==> src/rtl/dram_responder.sv <==
// Async-DRAM pin responder: decodes RAS/CAS sequences into single-word backing-memory accesses.
// Latency: pin edge acted on 2 clocks after it reaches the pins; one memory request per RAS cycle.
// Backpressure: mem_req is held with stable address/data until mem_ack; pins are not stalled.
module dram_responder #(
    parameter int RFSH_MAX = 512,
    parameter int CNT_W    = 16
) (
    input  logic             clk,
    input  logic             rst,
    input  logic [9:0]       ra,
    input  logic [15:0]      dram_wd,
    input  logic             rwe_n,
    input  logic             rucas_n,
    input  logic             rlcas_n,
    input  logic             rras0_n,
    input  logic             rras1_n,
    output logic [15:0]      dram_rd,
    output logic             mem_req,
    output logic [20:0]      mem_addr,
    output logic             mem_rnw,
    output logic [1:0]       mem_be,
    output logic [15:0]      mem_wd,
    input  logic             mem_ack,
    input  logic [15:0]      mem_rd,
    output logic [CNT_W-1:0] rfsh_cnt,
    output logic             rfsh_err,
    output logic             proto_err
);

    typedef enum logic [2:0] {
        IDLE = 3'd0,
        ROW  = 3'd1,
        REQ  = 3'd2,
        HOLD = 3'd3,
        RFSH = 3'd4
    } state_t;

    localparam logic [CNT_W-1:0] RFSH_LIM = CNT_W'(RFSH_MAX);
    localparam logic [CNT_W-1:0] CNT_SAT  = {CNT_W{1'b1}};

    state_t state, state_nxt;

    logic [9:0]       s_ra;
    logic [15:0]      s_wd;
    logic             s_rwe_n, s_ucas_n, s_lcas_n, s_ras0_n, s_ras1_n;
    logic             p_ucas_n, p_lcas_n, p_ras0_n, p_ras1_n;

    logic [9:0]       row_q;
    logic             chip_q;
    logic [CNT_W-1:0] wdog_cnt;

    logic ras0_fall, ras1_fall, ras_fall;
    logic cas_fall, cas_low, both_ras_low, both_ras_high, all_high, act_ras_high;

    logic do_row, do_req, do_ack, do_rfsh, do_proto;

    // Sample stage s and previous-value stage p; reset loads the idle bus.
    always_ff @(posedge clk) begin
        if (rst) begin
            s_ra     <= '0;
            s_wd     <= '0;
            s_rwe_n  <= 1'b1;
            s_ucas_n <= 1'b1;
            s_lcas_n <= 1'b1;
            s_ras0_n <= 1'b1;
            s_ras1_n <= 1'b1;
            p_ucas_n <= 1'b1;
            p_lcas_n <= 1'b1;
            p_ras0_n <= 1'b1;
            p_ras1_n <= 1'b1;
        end else begin
            s_ra     <= ra;
            s_wd     <= dram_wd;
            s_rwe_n  <= rwe_n;
            s_ucas_n <= rucas_n;
            s_lcas_n <= rlcas_n;
            s_ras0_n <= rras0_n;
            s_ras1_n <= rras1_n;
            p_ucas_n <= s_ucas_n;
            p_lcas_n <= s_lcas_n;
            p_ras0_n <= s_ras0_n;
            p_ras1_n <= s_ras1_n;
        end
    end

    assign ras0_fall     = p_ras0_n & ~s_ras0_n;
    assign ras1_fall     = p_ras1_n & ~s_ras1_n;
    assign ras_fall      = ras0_fall | ras1_fall;
    assign cas_fall      = (p_ucas_n & ~s_ucas_n) | (p_lcas_n & ~s_lcas_n);
    assign cas_low       = ~s_ucas_n | ~s_lcas_n;
    assign both_ras_low  = ~s_ras0_n & ~s_ras1_n;
    assign both_ras_high = s_ras0_n & s_ras1_n;
    assign all_high      = both_ras_high & s_ucas_n & s_lcas_n;
    assign act_ras_high  = chip_q ? s_ras1_n : s_ras0_n;

    always_ff @(posedge clk) begin
        if (rst) state <= IDLE;
        else     state <= state_nxt;
    end

    always_comb begin
        state_nxt = state;
        case (state)
            IDLE: begin
                if (!both_ras_low && ras_fall)
                    state_nxt = cas_low ? RFSH : ROW;
            end
            ROW: begin
                if (cas_fall)          state_nxt = REQ;
                else if (act_ras_high) state_nxt = IDLE;
            end
            REQ:  if (mem_ack)       state_nxt = HOLD;
            HOLD: if (all_high)      state_nxt = IDLE;
            RFSH: if (both_ras_high) state_nxt = IDLE;
            default: state_nxt = IDLE;
        endcase
    end

    always_comb begin
        do_row   = 1'b0;
        do_req   = 1'b0;
        do_ack   = 1'b0;
        do_rfsh  = 1'b0;
        do_proto = 1'b0;
        case (state)
            IDLE: begin
                if (both_ras_low)  do_proto = 1'b1;
                else if (ras_fall) begin
                    do_rfsh = cas_low;
                    do_row  = ~cas_low;
                end
            end
            ROW: begin
                if (cas_fall)          do_req  = 1'b1;
                else if (act_ras_high) do_rfsh = 1'b1;
            end
            REQ: begin
                do_ack   = mem_ack;
                do_proto = act_ras_high & ~mem_ack;
            end
            HOLD:    do_proto = cas_fall;
            default: ;
        endcase
    end

    always_ff @(posedge clk) begin
        if (rst) begin
            row_q    <= '0;
            chip_q   <= 1'b0;
            mem_req  <= 1'b0;
            mem_addr <= '0;
            mem_rnw  <= 1'b1;
            mem_be   <= '0;
            mem_wd   <= '0;
            dram_rd  <= '0;
        end else begin
            if (do_row) begin
                row_q  <= s_ra;
                chip_q <= ras1_fall;
            end
            if (do_req) begin
                mem_req  <= 1'b1;
                mem_addr <= {s_ra, row_q, chip_q};
                mem_rnw  <= s_rwe_n;
                mem_be   <= {~s_ucas_n, ~s_lcas_n};
                mem_wd   <= s_wd;
            end
            if (do_ack) begin
                mem_req <= 1'b0;
                if (mem_rnw) dram_rd <= mem_rd;
            end
        end
    end

    // A counted refresh clears the watchdog and masks the compare in the same clock.
    always_ff @(posedge clk) begin
        if (rst) begin
            rfsh_cnt  <= '0;
            wdog_cnt  <= '0;
            rfsh_err  <= 1'b0;
            proto_err <= 1'b0;
        end else begin
            if (do_rfsh) begin
                rfsh_cnt <= rfsh_cnt + 1'b1;
                wdog_cnt <= '0;
            end else begin
                if (wdog_cnt != CNT_SAT) wdog_cnt <= wdog_cnt + 1'b1;
                if (wdog_cnt == RFSH_LIM) rfsh_err <= 1'b1;
            end
            if (do_proto) proto_err <= 1'b1;
        end
    end

endmodule

==> config.mk <==
export PLATFORM = sky130hd
export DESIGN_NAME = dram_responder
export DESIGN_NICKNAME = d
export VERILOG_FILES = /design/src/rtl/dram_responder.sv
export SDC_FILE = /design/constraint.sdc
export NUM_CORES = 1
export LEC_CHECK = 0
export BUFFER_PORTS_ARGS = -buffer_cell sky130_fd_sc_hd__buf_2
export CAP_MARGIN = 20
export CORE_MARGIN = 2
export CORE_UTILIZATION = 53
export DETAILED_ROUTE_END_ITERATION = 8
export PLACE_DENSITY = 0.79
export SYNTH_ARGS = -nofsm -noshare
export SYNTH_HDL_FRONTEND = slang
export SYNTH_SLANG_ARGS = --single-unit
==> constraint.sdc <==
create_clock -name clk -period 2.6 [get_ports clk]
set_clock_uncertainty 0.2 [all_clocks]
set_input_delay 0 -clock clk [delete_from_list [all_inputs] [get_ports clk]]
set_output_delay 0 -clock clk [all_outputs]
set_load 0.02 [all_outputs]
# After elaboration in Yosys (flattened, before gate mapping)
# Index checks and enable logic that the tools add are counted.
# classes
addsub	2
n_reduce_logical	8
bitwise_logic	19
eq_ne	11
mux	22
# op_table
op	n
$add A16 B1 Y16 const B	2
$mux W3	7
$eq A16 B10 Y1 const B	1
$ne A16 B16 Y1 const B	1
$pmux W3 S5	1
$mux W1	12
$and A1 B1 Y1	9
$ne A2 B2 Y1 const B	4
$not A1 Y1	7
$eq A3 B2 Y1 const B	2
$reduce_and A5 Y1	1
$reduce_and A2 Y1	2
$reduce_or A2 Y1	2
$eq A3 B1 Y1 const B	1
$eq A3 B3 Y1 const B	1
$logic_not A3 Y1	1
$ne A3 B3 Y1 const B	1
$or A1 B1 Y1	3
$pmux W1 S3	1
$pmux W1 S2	1
$logic_and A1 B1 Y1	1
$logic_not A1 Y1	1
# totals
out_inout_bits	75
elab_cells	86
reg_bits	140
input_bits	50

# Logic depth before layout (Yosys ltp)
# logic_depth
depth_word	8
ltp_mapped	9
ltp_nobuf	6

# Least setup slack after synthesis
# Ideal clock, no wire load.
# synth_path
path_type	reg2reg
startpoint	reg state[0]
endpoint	reg rfsh_cnt[15]
slack_ps	320
path_stages_with_launch	8
setup_ps	123
arrival_time_ps	1957
path_cell_list	dfxtp_1 buf_4 nor3b_2 or4b_1 buf_2 and2_4 nor4_1 mux2_1
# synth_via
elab_chain_len	2
elab_cells_between_ends	3
cone_classes	eq/ne (1); mux (1); reduce/logical (1)
# synth_lines
item	line_no	rtl
start: declaration	41	state_t state, state_nxt;
start signal: assignment	98	else state <= state_nxt;
$eq A3 B1 Y1 or $logic_not A3 Y1 (tied branches)	125	case (state)
$pmux W1 S2 *	125	
end signal: assignment	184	rfsh_cnt <= rfsh_cnt + 1'b1;
end: declaration	25	output logic [CNT_W-1:0] rfsh_cnt,
# Every way passes the cells marked *; elsewhere a longest branch is shown, timed or not.
# A chain may end at the register's enable or synchronous reset.

# Worst setup path after layout
# Same ends and word-level chain as after synthesis.

==> results.yml <==
floorplan:
  dieArea_sq_um: 10600
  num_io_pins: 125
  die_x_um: 103
  die_h_um: 103
  start_util_pct: 53.9
  rows: 36
  core_sq_um: 9640
worst_setup_path:
  crit_buf_inv: 0
  rrSetupSlack_ns: 0.22
  crit_path_max_incr_delay_ns: 0.50
  cp_top_family: "simple AND/OR/NAND/NOR gates"
  r2r_start: "state[0]"
  cp_max_fo: 20
  reg2reg_to: "rfsh_cnt[15]"
  critPathLaunch: "state[0]"
  critPathLaunchType: "flip-flop"
  crit_end: "rfsh_cnt[15]"
  crit_slowest_cell: "or4b_1"
  critical_path_class: "flip-flop to flip-flop"
  reg2regPathDepth: 5
  cp_cell_sequence: "nor3b_2 -> or4b_1 -> and2_4 -> nor4_1 -> mux2_1"
  critical_path_depth: 5
  cp_data_arrival_time_ns: 2.57
  required_ns: 2.79
  end_kind: "flip-flop"
global_routing:
  grt_pass1_wl_mm: 21.0
  antenna_found_initial: 0
  grt_pass1_vias: 4645
  grt_max_degree: 74
  gr-usage-all-layers_pct: 25.2
  gr-total-overflow: 0
sta:
  grt_setup_unrepaired: "false"
  period_share_pct: 91.4
  hold_violations: 0
  setup_ws_ns: 0.224
  maxSlewViolCount: 0
  hold_slack_ns: 0.0453
  fmax_mhz: 421
  relSlewSlack_pct: 52.5
  tns_ns: 0
  worst_slew_pin_slew_ns: 0.706
  setup_viol: 0
  finalCriticalPeriod_ns: 2.38
synth:
  synthDistinctLibCells: 48
  synthesis.area_sq_um: 5200
  synth_edf_count: 0
  syn_area_per_cell_sq_um: 8.72
  syn_nets: 649
  synth-main-ff-cell: "dfxtp_1"
  yosys_warnings: 0
  ys_seq_area_share_pct: 53.9
  async_reset_ff_share_pct: 0
  netlist_instances: 596
  ys_ff_latch: 140
hold_path:
  worstHoldStart: "ra[4]"
  min_path_type: "input pin to flip-flop"
placed_design:
  io_buffers: 124
  gp_congestion: 0.884
  hpwl_mm: 7.84
  place_ws_ns: 0.0964
  post_dp_cell_area_sq_um: 5910
  dp_cells: 824
power:
  p_leak_nw: 2.97
  clock_power_share_pct: 46.9
  p_switching_w: 0.00107
  power_density_nw_per_um2: 693
  internal_power_w: 0.00388
  p_sw_share_pct: 21.6
  peakVddDrop_mv: 0.516
  p_comb_share_pct: 7.6
  pwr-share-seq_pct: 45.5
finish:
  antennaDiodeCount: 0
  fillCellCount: 696
  drive_gt1_share_pct: 22.2
  final_cells: 922
  fin_nets: 829
  area_growth_syn_to_layout_pct: 37.5
  final_area_sq_um: 7150
detailed_routing:
  dr.pass1.iters: 7
  vias_per_cell: 5.26
  wl_mm: 13.1
  dr_wl_met3_um: 714
  drt_iter0_drc: 260
  top_layer_used: "met4"
  vias: 4851
  route.met2.wl_mm: 6.80
  wl_per_cell_um: 14.2
  drc_errors: 0
  met1_length_mm: 5.23
  postRouteAntennaNets: 0
cts:
  cts_max_level: 4
  postCtsSetupBuffers: 0
  clkTransAtPathRegs_ns: 0.06
  cts_buffers: 17
  clock_latency_ns: 0.50
  clockBufferDepth: 2
  cts_sinks: 140
  cts_tree: "done"
  clockRootBuffer: "clkbuf_8"
outcome:
  status: "completed"
job:
  max_cap_viol_count: 0
-- registers in the layout (all words and copies together), names as in the netlist, 2 cells and up --
name      flops
rfsh_cnt     16
state         3
dram_rd      16
row_q        10
mem_addr     21
mem_be        2
mem_wd       16
wdog_cnt     16
s_wd         16
s_ra         10
-- worst reg2reg max path, stage by stage (launching register included) --
cell and delay (ns):
dfxtp_2 0.40, nor3b_2 0.25, or4b_1 0.50, and2_4 0.25, nor4_1 0.32, mux2_1 0.35
-- per-layer routing --
layer / global-route usage (%) / vias to the layer above
met5: 0 / -
met4: 9.62 / 0
met3: 7.05 / 32
met2: 44.6 / 170
met1: 28.8 / 2273
li1: - / 2376
-- synth_stat cells (all sizes together), types with 3 or more instances --
| cell | instances | area (sq um) |
|---|---|---|
| nand2 | 125 | 469 |
| xnor2 | 8 | 70.1 |
| inv | 5 | 18.8 |
| o211ai | 3 | 22.5 |
| nor3b | 3 | 27.5 |
| a21oi | 67 | 335 |
| dfxtp | 140 | 2800 |
| nor2b | 29 | 181 |
| buf | 9 | 50.1 |
| xor2 | 4 | 35.0 |
| and4 | 3 | 26.3 |
| or2 | 10 | 62.6 |
| nand3 | 19 | 95.1 |
| clkbuf | 28 | 105 |
| nor2 | 48 | 180 |
| nand4 | 10 | 62.6 |
| or3 | 8 | 50.1 |
| a211oi | 8 | 60.1 |
| nor3 | 5 | 25.0 |
| o21ai | 11 | 55.1 |
| nor4 | 6 | 37.5 |
| and3 | 6 | 37.5 |
| ha | 3 | 37.5 |
| mux2i | 15 | 150 |
-- timing repair --
action                                  in CTS  in global routing
gates resized for setup                      0                  1
endpoints found under the hold margin       85                  0
endpoints found under the setup margin       0                  1
hold buffers                                66                  0
-- metrics by stage --
stage / utilization [%] / power (W)
floorplan: - / 0.00249
global placement: 61.3 / 0.00257
detailed placement: 61.3 / 0.00259
CTS: 74.1 / 0.00497
global route: 74.2 / 0.00512
finish: 74.2 / 0.00495
-- cells in the final DEF (no fill, tap or decap), drive strengths merged, types with 4 or more instances in the layout --
cell,synthesis,final
inv,5,5
nand4,10,10
dlygate4sd3,0,66
nor2b,29,29
or2,10,10
nand3,19,19
o21ai,11,11
a21oi,67,67
clkbuf,28,26
buf,9,132
nor4,6,6
xnor2,8,8
nor3,5,5
and3,6,6
or3,8,8
nor2,48,48
nand2,125,125
dfxtp,140,140
a211oi,8,8
mux2i,15,15
xor2,4,4
-- power groups by stage --
| stage | Clock [W] | Sequential (W) | Combinational [W] |
|---|---|---|---|
| 2_1_floorplan | 0 | 0.00231 | 0.000182 |
| 3_3_place_gp | 0 | 0.00229 | 0.000282 |
| 3_5_place_dp | 0 | 0.00229 | 0.000293 |
| 4_1_cts | 0.00234 | 0.00225 | 0.000372 |
| 5_1_grt | 0.00245 | 0.00226 | 0.000414 |
| 6_report | 0.00232 | 0.00225 | 0.000377 |
-- logic make-up (layout without fill, tap and decap cells) --
group	Yosys count	after routing	synth area share [%]
AO/OA/AOI/OAI	102	102	11.3
multiplexers	16	16	3.10
AND/OR/NAND/NOR	281	281	25.6
buffers and inverters	42	235	3.35
flip-flops	140	140	53.9
XOR/XNOR	12	12	2.02
adder cells (fa/ha/maj)	3	3	0.722
-- cell type report --
class	instances	area (sq um)	share of cell area (%)
Sequential cell	140	2800	39.2
Multi-Input combinational cell	414	2220	31.1
Timing Repair Buffer	198	1360	19.0
Clock buffer	26	498	6.97
Tap cell	133	166	2.33
Clock inverter	6	82.6	1.16
Inverter	5	18.8	0.263
-- worst min-delay path by stage --
stage	end	cells past startpoint
after floorplan	s_lcas_n	1
after global placement	s_ucas_n	2
after detailed placement	s_ucas_n	2
after CTS	s_ra[0]	3
after global routing	s_ra[0]	3
final	s_ra[4]	3
Note: power is estimated with default switching activity, not from simulation.
